[src/rtl/axi_pkg.sv]
// Shared definitions for the AXI write-data drain: FSM encoding, length width
// and the byte-strobe width derivation.
package axi_pkg;

  localparam int AXI_LEN_WIDTH = 8;

  typedef enum logic [1:0] {
    IDLE      = 2'd0,
    STREAM    = 2'd1,
    LAST_WAIT = 2'd2
  } drain_state_t;

  function automatic int strb_width(input int data_width);
    return data_width / 8;
  endfunction

endpackage

[src/rtl/w_out_stage.sv]
// W-channel output register: holds valid/data/last until the beat is accepted,
// reloading directly from the FIFO head when a new beat is loaded.
module w_out_stage #(
  parameter int DATA_WIDTH = 32
) (
  input  logic                  clk,
  input  logic                  clr,
  input  logic                  load,
  input  logic                  accept,
  input  logic                  last_in,
  input  logic [DATA_WIDTH-1:0] data_in,
  output logic                  valid,
  output logic [DATA_WIDTH-1:0] data,
  output logic                  last
);

  // A load wins over an accept so back-to-back beats keep valid high.
  always_ff @(posedge clk or negedge clr) begin
    if (!clr) begin
      valid <= 1'b0;
      data  <= '0;
      last  <= 1'b0;
    end else if (load) begin
      valid <= 1'b1;
      data  <= data_in;
      last  <= last_in;
    end else if (accept) begin
      valid <= 1'b0;
      last  <= 1'b0;
    end
  end

endmodule

[src/rtl/axi_w_drain.sv]
// Drains the write-data FIFO into AXI W beats, one burst of cmd_len+1 beats
// per accepted command, with wlast on the final beat.
module axi_w_drain
  import axi_pkg::*;
#(
  parameter int DATA_WIDTH = 32,
  parameter int LEN_WIDTH  = AXI_LEN_WIDTH
) (
  input  logic                                clk,
  input  logic                                clr,
  input  logic                                cmd_valid,
  output logic                                cmd_ready,
  input  logic [LEN_WIDTH-1:0]                cmd_len,
  input  logic                                fifo_empty,
  input  logic [DATA_WIDTH-1:0]               fifo_head,
  output logic                                fifo_read_en,
  output logic                                wvalid,
  input  logic                                wready,
  output logic [DATA_WIDTH-1:0]               wdata,
  output logic [strb_width(DATA_WIDTH)-1:0]   wstrb,
  output logic                                wlast,
  output logic                                busy
);

  drain_state_t         state;
  drain_state_t         next_state;
  logic [LEN_WIDTH:0]   remaining;
  logic                 load;
  logic                 accept;
  logic                 last_load;

  assign accept       = wvalid & wready;
  assign load         = (state == STREAM) & ~fifo_empty & (~wvalid | wready);
  assign last_load    = (remaining == (LEN_WIDTH + 1)'(1));
  assign fifo_read_en = load;
  assign cmd_ready    = (state == IDLE);
  assign wstrb        = '1;

  always_comb begin
    next_state = state;
    unique case (state)
      IDLE:      if (cmd_valid) next_state = STREAM;
      STREAM:    if (load && last_load) next_state = LAST_WAIT;
      LAST_WAIT: if (accept) next_state = IDLE;
      default:   next_state = IDLE;
    endcase
  end

  // remaining is one bit wider than cmd_len so a 256-beat burst fits.
  always_ff @(posedge clk or negedge clr) begin
    if (!clr) begin
      state     <= IDLE;
      remaining <= '0;
      busy      <= 1'b0;
    end else begin
      state <= next_state;
      busy  <= (next_state != IDLE);
      if (cmd_valid && cmd_ready) begin
        remaining <= {1'b0, cmd_len} + (LEN_WIDTH + 1)'(1);
      end else if (load) begin
        remaining <= remaining - (LEN_WIDTH + 1)'(1);
      end
    end
  end

  w_out_stage #(
    .DATA_WIDTH(DATA_WIDTH)
  ) u_out (
    .clk     (clk),
    .clr     (clr),
    .load    (load),
    .accept  (accept),
    .last_in (last_load),
    .data_in (fifo_head),
    .valid   (wvalid),
    .data    (wdata),
    .last    (wlast)
  );

endmodule
[config.mk]
export PLATFORM = sky130hd
export DESIGN_NAME = axi_w_drain
export DESIGN_NICKNAME = d
export VERILOG_FILES = /design/src/rtl/axi_pkg.sv /design/src/rtl/w_out_stage.sv /design/src/rtl/axi_w_drain.sv
export SDC_FILE = /design/constraint.sdc
export NUM_CORES = 1
export LEC_CHECK = 0
export CAP_MARGIN = 5
export CELL_PAD_IN_SITES_DETAIL_PLACEMENT = 2
export CELL_PAD_IN_SITES_GLOBAL_PLACEMENT = 2
export CORE_MARGIN = 2
export CORE_UTILIZATION = 26
export CTS_BUF_LIST = sky130_fd_sc_hd__clkbuf_4 sky130_fd_sc_hd__clkbuf_8
export DETAILED_ROUTE_END_ITERATION = 12
export PLACE_DENSITY_LB_ADDON = 0.05
export SYNTH_ARGS = -nofsm -noshare
export SYNTH_HDL_FRONTEND = slang
export SYNTH_SLANG_ARGS = --single-unit
[constraint.sdc]
create_clock -name clk -period 4.6 [get_ports clk]
set_clock_uncertainty 0.1 [all_clocks]
set_input_delay 0.46 -clock clk [delete_from_list [all_inputs] [get_ports clk]]
set_output_delay 0.46 -clock clk [all_outputs]
set_load 0.05 [all_outputs]
* After elaboration in Yosys (flattened, before gate mapping)
Cells that the tools add are included.
** Word-level totals
- Register bits :: 46
- Input bits :: 45
- Output and inout port bits :: 41
** Cells by class
- $add $sub $neg :: 2
- Equality and inequality tests :: 3
- Multiplexer cells :: 9
- Bitwise operators :: 6
- Reductions and logical operators :: 6
** Operators by type and width (count)
- 9-bit 2-to-1 mux :: 2
- 8-bit by 1-bit adder with 9-bit output, second input constant :: 1
- 9-bit by 1-bit == test with 1-bit output, second input constant :: 1
- 9-bit by 1-bit subtractor with 9-bit output, second input constant :: 1
- 2-bit 2-to-1 mux :: 3
- 2-bit case mux with 3 select lines :: 1
- 2-bit nonzero test :: 3
- 1-bit bitwise AND :: 3
- 1-bit 2-to-1 mux :: 3
- 2-bit by 1-bit == test with 1-bit output, second input constant :: 1
- 2-bit == test, second input constant :: 1
- 1-bit logical AND :: 2
- 2-bit logical NOT :: 1
- 1-bit NOT :: 2
- 1-bit OR :: 1

* Depth between registers and ports, before layout
Gate-level depths: netlist of the first run.
- Depth in word-level cells :: 7
- Gate-level depth with buffers :: 7
- Depth with buffers taken out :: 6

* Modules after synthesis
Synthesis of the first run repeated with hierarchy kept, for this count alone.
** Unflattened totals
- Cell total of the unflattened synthesis :: 169
- Area total of the unflattened synthesis :: 2301.0 um^2
** Modules (own cells, without submodules)
- w_out_stage :: instances 1, cells an instance 74, area each 1402.6 um^2, sequential area each 850.8 um^2
- axi_w_drain :: instances 1, cells an instance 95, area each 898.4 um^2, sequential area each 300.3 um^2

* Worst setup path before layout of the first run
OpenSTA, ideal clock, no wires.
- Path type :: input to output
- Start point :: input fifo_empty
- End point :: output fifo_read_en
- Data arrival time :: 1857 ps
- Path slack :: 2183 ps
- Stages on the path :: 5
- Path buffers :: 2
- Cell sequence :: or3b_1 -> nand2b_4 -> buf_6 -> clkinv_1 -> clkbuf_1
** On the way
- Word-level cells in the longest chain between the ends :: 3
** RTL lines
- from (decl) :: RTL line axi_w_drain.sv:14 : input logic fifo_empty,
- 1-bit NOT :: RTL line axi_w_drain.sv:33 : assign load = (state == STREAM) & ~fifo_empty & (~wvalid | wready);
- 1-bit bitwise AND (2 in series) :: RTL line axi_w_drain.sv:33
- to (decl) :: RTL line axi_w_drain.sv:16 : output logic fifo_read_en,
Every way passes these cells.

* Final worst setup path of the first run
Ends and elaborated chain as after synthesis.

==> run_results.csv, run 1 <==
group,metric,value,unit
place,pre_cts_ws,1.38,ns
pwr,ir_drop,0.139,mV
floorplan,dieArea,8670,um2
cts,hold_buffers,0,
synth,synth_simple_gate_area_frac,0.292,
sta,tightest_slew,0.607,ns
setup_path,cp.required,4.04,ns
routing,routed_wl,5840,um
global_routing,first_global_vias,1989,
global_routing,grt_usage,0.144,
setup_path,crit_path_cell_trace,"clkdlybuf4s50_1 -> or3b_1 -> nand2b_4 -> clkinv_1 -> clkdlybuf4s50_1",
cts,cts_resized,0,
sta,fin_ws,1.40,ns
cts,cts_sinks,46,
finish,area_delta_synth_final,47.1,%
pwr,power.density,414,nW/um2
floorplan,die_w,93.1,um
setup_path,critPathCaptureType,"output port",
synth,synthMuxAreaShare,0,
sta,min_period,3.20,ns
synth,yosysTopAreaCell,"dfrtp_1",
floorplan,coreArea,7730,um2
finish,finalCoreUtilization,0.393,
synth,ys_types,34,
routing,postRouteAntennaNets,0,
finish,stdcell_count,416,
synth,ys_seq_elements,46,
synth,ys_async_sr_fraction,1.00,
setup_path,critPathTopFamily,"buffers and inverters",
setup_path,cp_slowest_cell,"clkdlybuf4s50_1",
sta,max_freq,312,MHz
global_routing,grt_max_degree,47,
routing,first_pass_iters,4,
cts,clk_pin_slew,0.08,ns
finish,drive_above_1_share,0.0446,
floorplan,ios,86,
place,place_inst,409,
synth,synth_seq_area_share,0.558,
place,place.gp.congestion,0.778,
floorplan,start_util,0.267,
floorplan,rows,32,
cts,root_buffer,"clkbuf_8",
setup_path,crit_path_start_kind,"input port",
run,drv_cap,0,
setup_path,cp.arrival,2.64,ns
outcome,status,"finished clean",
cts,htree_levels,2,
sta,holdWs,0.145,ns
finish,num-fill-cells,895,
synth,synth-compound-area-share,0.0485,
floorplan,die_h,93.1,um
global_routing,overflow,0,
synth,syn_area,2060,um2
place,dp_hpwl,4220,um
routing,detailroute.via_count,1889,
global_routing,grt_pass1_wl,9760,um
place,io_buffers,81,
synth,synth_most_common_cell,"nand2_1",
sta,slew_headroom,0.595,
setup_path,crit_path_frequent_cell,"clkdlybuf4s50_1",
cts,cts_tree,"done",
synth,synth.area.top_cells,"dfrtp_1 (56%), nand2_1 (20%), xnor2_1 (2.1%)",
synth,synth_ff_type,"dfrtp_1",
global_routing,grt_antenna_before_repair,0,
routing,viasPerCell,4.54,
routing,drt_iter0_drc,40,
setup_path,cp_max_fo,46,
synth,synth-adder-area-share,0.0182,
hold_path,hold_class,"input port to async pin",
synth,synth_top_family_by_area,"simple AND/OR/NAND/NOR gates",
finish,fin_nets,362,
sta,final_max_slew_viol_count,0,
sta,hold_viol,0,
cts,post_cts_buffers,0,
routing,post-route-drc-count,0,
setup_path,max_stage_delay,0.81,ns
cts,cts_made_buffers,5,
synth,synth_top_area_share,0.558,
setup_path,path_class,"input port to output port",
pwr,leakagePower,1.40,nW
sta,setup_viol,0,
sta,rsz0062_at_grt,"no",
routing,routedWlPerCell,14.0,um
synth,synth_xor_area_frac,0.0382,
synth,synth_enable_flop_cells,0,
cts,clk_path_buf_depth,2,
setup_path,critPathBufInv,3,
synth,syn_avg_cell_area,8.82,um2
synth,synthTopCellsByCount,"nand2_1 (109), dfrtp_1 (46), nor2_1 (9)",
finish,diodes,0,
sta,fin_crit_sh,0.696,
cts,clk_latency,0.30,ns
sta,final.setup.tns,0,ns
synth,ys_warn_count,0,
synth,postSynthCellCount,234,
-- stage by stage --
| step | area, um2 | power, W |
|---|---|---|
| after floorplan | 2080 | 0.000839 |
| after global placement | 2950 | 0.00101 |
| after detailed placement | 2950 | 0.00102 |
| after CTS | 3040 | 0.00128 |
| after global routing | 3040 | 0.00133 |
| final | 3040 | 0.00126 |
-- flip-flops by register name (all words and copies together) (netlist names) --
name and count:
remaining 9, u_out.valid 1, u_out.data 32, busy 1, state 2, u_out.last 1
-- cell type report --
| class | instances | area [um2] | share of cell area |
|---|---|---|---|
| Sequential cell | 46 | 1150 | 0.379 |
| Multi-Input combinational cell | 173 | 835 | 0.275 |
| Inverter | 5 | 18.8 | 0.00618 |
| Clock buffer | 7 | 83.8 | 0.0276 |
| Timing Repair Buffer | 83 | 821 | 0.270 |
| Tap cell | 102 | 128 | 0.0420 |
-- cell families after synthesis --
kind of cell / Yosys count
other: 1
DFF: 46
buffers and inverters: 18
adders and majority gates: 3
xor gates and xnor gates: 9
and+or+nand+nor: 142
AOI/OAI and AO/OA: 15
-- layout by cell type, fill, tap and decap left out, types with 2 or more instances in the layout --
| cell | netlist | final |
|---|---|---|
| clkdlybuf4s50_1 | 0 | 80 |
| nand3b_1 | 2 | 2 |
| o211ai_1 | 2 | 2 |
| xor2_1 | 4 | 4 |
| ha_1 | 3 | 3 |
| dfrtp_1 | 46 | 46 |
| conb_1 | 1 | 4 |
| o21ai_0 | 2 | 2 |
| inv_1 | 4 | 4 |
| a211oi_1 | 2 | 2 |
| nand3_1 | 5 | 5 |
| buf_4 | 4 | 2 |
| clkbuf_8 | 0 | 5 |
| nor2_1 | 9 | 9 |
| xnor2_1 | 5 | 5 |
| a21oi_1 | 4 | 4 |
| nand2_1 | 109 | 109 |
| nor4_1 | 3 | 3 |
| nor3_1 | 5 | 5 |
| clkbuf_4 | 0 | 2 |
-- path summary, 6_finish.rpt --
check / start / end / slack (ns) / depth (start not counted)
worst max register to register: state[1]$_DFF_PN0_ / remaining[4]$_DFFE_PN0P_ / 2.31 / 7
worst max-delay path: fifo_empty / fifo_read_en / 1.40 / 5
max in group asynchronous: clr / u_out.data[16]$_DFFE_PN0P_ / 3.84 / 2
worst min register to register: u_out.data[30]$_DFFE_PN0P_ / u_out.data[30]$_DFFE_PN0P_ / 0.38 / 2
worst min-delay path: clr / u_out.valid$_DFFE_PN0P_ / 0.14 / 2
min in group clk: u_out.data[30]$_DFFE_PN0P_ / u_out.data[30]$_DFFE_PN0P_ / 0.38 / 2
-- worst reg2reg max path, stage by stage (launching register included) --
cell	delay [ns]
dfrtp_1	0.41
or3b_1	0.40
nand2b_4	0.40
clkinv_1	0.16
buf_4	0.35
nand2_1	0.10
a21oi_1	0.18
a221oi_1	0.07
-- routing by layer --
layer,part of all wire,track usage,vias up
met5,0,0,-
met4,0.014,0.0478,0
met3,0.066,0.0492,8
met2,0.48,0.242,54
met1,0.44,0.173,935
li1,-,-,892
-- power by group --
group	switching, W	total (W)	internal, W	leakage, nW
logic	0.000286	0.000461	0.000174	0.797
clock network	0.000131	0.000248	0.000117	0.0452
registers	0.0000642	0.000548	0.000484	0.555
Power figures use the tool's default switching activity.
==> run 2: changes to the inputs <==
Settings changed: CORE_UTILIZATION 26 to 25.
Clock period 4.6 ns to 3.36 ns, I/O delays scaled along.
==> run_results.csv, run 2 (synthesized netlist as in run 1, its figures left out) <==
group,metric,value,unit
outcome,status,"finished with violations",
cts,post_cts_buffers,0,
floorplan,start_util,0.255,
floorplan,rows,33,
finish,largest_reg_flops,32,
finish,diodes,0,
setup_path,max_stage_delay,0.42,ns
routing,wl_met2,2950,um
sta,min_period,2.40,ns
hold_path,hold_class,"input port to async pin",
cts,hold_buffers,0,
sta,final_max_slew_viol_count,0,
place,place.gp.congestion,0.708,
floorplan,dieArea,9000,um2
finish,layout_common_cells,"nand2_1 (109), clkdlybuf4s50_1 (79), dfrtp_1 (46)",
cts,clk_latency,0.29,ns
routing,post-route-drc-count,0,
setup_path,path_class,"input port to output port",
setup_path,crit_path_cell_trace,"clkdlybuf4s50_1 -> or3b_1 -> nand2b_4 -> clkinv_1 -> buf_4",
routing,routedWlPerCell,14.2,um
setup_path,crit_path_start_kind,"input port",
finish,area_delta_synth_final,48.9,%
sta,hold_viol,29,
finish,drive_above_1_share,0.0508,
routing,detailroute.via_count,1880,
routing,wl_met3,201,um
sta,holdWs,-0.0248,ns
global_routing,grt_usage,0.145,
routing,routed_wl,5980,um
floorplan,die_w,94.9,um
cts,cts_made_buffers,5,
cts,cts_sinks,46,
setup_path,worstReg2RegEnd,"remaining[3]$_DFFE_PN0P_",
cts,htree_levels,2,
sta,tightest_slew,0.716,ns
pwr,leakagePower,1.42,nW
place,io_buffers,81,
finish,fin_nets,363,
routing,viasPerCell,4.48,
sta,slew_headroom,0.523,
pwr,ir_drop,0.207,mV
cts,cts_resized,0,
sta,rsz0062_at_grt,"no",
cts,root_buffer,"clkbuf_8",
setup_path,critPathCaptureType,"output port",
sta,final.setup.tns,0,ns
setup_path,cp_num_cells,5,
pwr,power.density,589,nW/um2
setup_path,cp_slowest_cell,"or3b_1",
run,drv_cap,0,
finish,mostFrequentLayoutCell,"nand2_1",
routing,wl_met1,2770,um
cts,clk_pin_slew,0.08,ns
global_routing,grt_max_degree,47,
routing,first_pass_iters,2,
global_routing,overflow,0,
floorplan,die_h,94.9,um
setup_path,critPathBufInv,3,
setup_path,cp.arrival,1.97,ns
setup_path,reg2reg_from,"state[1]$_DFF_PN0_",
sta,fin_crit_sh,0.715,
global_routing,grt_antenna_before_repair,0,
global_routing,first_global_vias,2060,
place,dp_hpwl,4390,um
finish,top_regs,"u_out.data x32, remaining x9, state x2",
routing,top_layer_used,"met4",
setup_path,rrSetupSlack,1.13,ns
routing,drt_iter0_drc,37,
sta,max_freq,416,MHz
outcome,violations,"hold timing",
setup_path,reg2reg_depth,5,
floorplan,ios,86,
global_routing,grt_pass1_wl,10000,um
routing,postRouteAntennaNets,0,
setup_path,cp_max_fo,46,
sta,setup_viol,0,
pwr,fin_total_pwr,0.00181,W
setup_path,critPathTopFamily,"simple AND/OR/NAND/NOR gates",
floorplan,coreArea,8090,um2
setup_path,cp.required,2.92,ns
finish,max_flop_register,"u_out.data",
cts,cts_tree,"done",
cts,clk_path_buf_depth,2,
==> run 2: final cells by class <==
type                       instances  area (um2)
clock buffer                       6        82.6
clock inverter                     1        30.0
sequential                        46        1150
multi-input combinational        173         835
tap                              105         131
fill                             944        5020
inverter                           5        18.8
timing repair buffer              84         826
==> run 2: through the flow <==
stage | utilization | cell area (um2) | hold WS (ns) | setup slack (ns) | instances
2_1_floorplan | - | 2080 | -0.0596 | 1.17 | 237
3_3_place_gp | 0.366 | 2960 | 0.344 | 0.804 | 413
3_5_place_dp | 0.366 | 2960 | 0.344 | 0.773 | 413
4_1_cts | 0.380 | 3070 | 0.0126 | 0.929 | 420
5_1_grt | 0.380 | 3070 | 0.0474 | 0.834 | 420
6_report | 0.380 | 3070 | -0.0248 | 0.956 | 420
==> run 2: worst max path at each step <==
| stage | slack, ns | end | start |
|---|---|---|---|
| 3_3_place_gp | 0.80 | remaining[3]$_DFFE_PN0P_ | fifo_empty |
| 5_1_grt | 0.83 | fifo_read_en | state[1]$_DFF_PN0_ |
| 4_1_cts | 0.93 | fifo_read_en | fifo_empty |
| 3_5_place_dp | 0.77 | remaining[3]$_DFFE_PN0P_ | fifo_empty |
| 2_1_floorplan | 1.17 | fifo_read_en | state[1]$_DFF_PN0_ |
| 6_report | 0.96 | fifo_read_en | fifo_empty |
==> run 2: power breakdown <==
part	internal, W	leakage, nW	switching [W]	total, W
clock network	0.000238	0.0573	0.000187	0.000425
logic	0.000241	0.803	0.000393	0.000634
registers	0.000663	0.555	0.0000894	0.000752
==> run 2: routing by layer <==
layer  track usage  vias to the layer above
met3        0.0263                        5
met4        0.0471                        0
met5             0                        -
met1         0.192                      941
met2         0.240                       43
li1              -                      891
==> run 2: worst register-to-register path, cell delays in order, from the launching register on <==
cell	delay, ns
dfrtp_1	0.42
or3b_1	0.41
nand2b_4	0.39
or4_4	0.55
xor2_1	0.18
o21ai_2	0.06
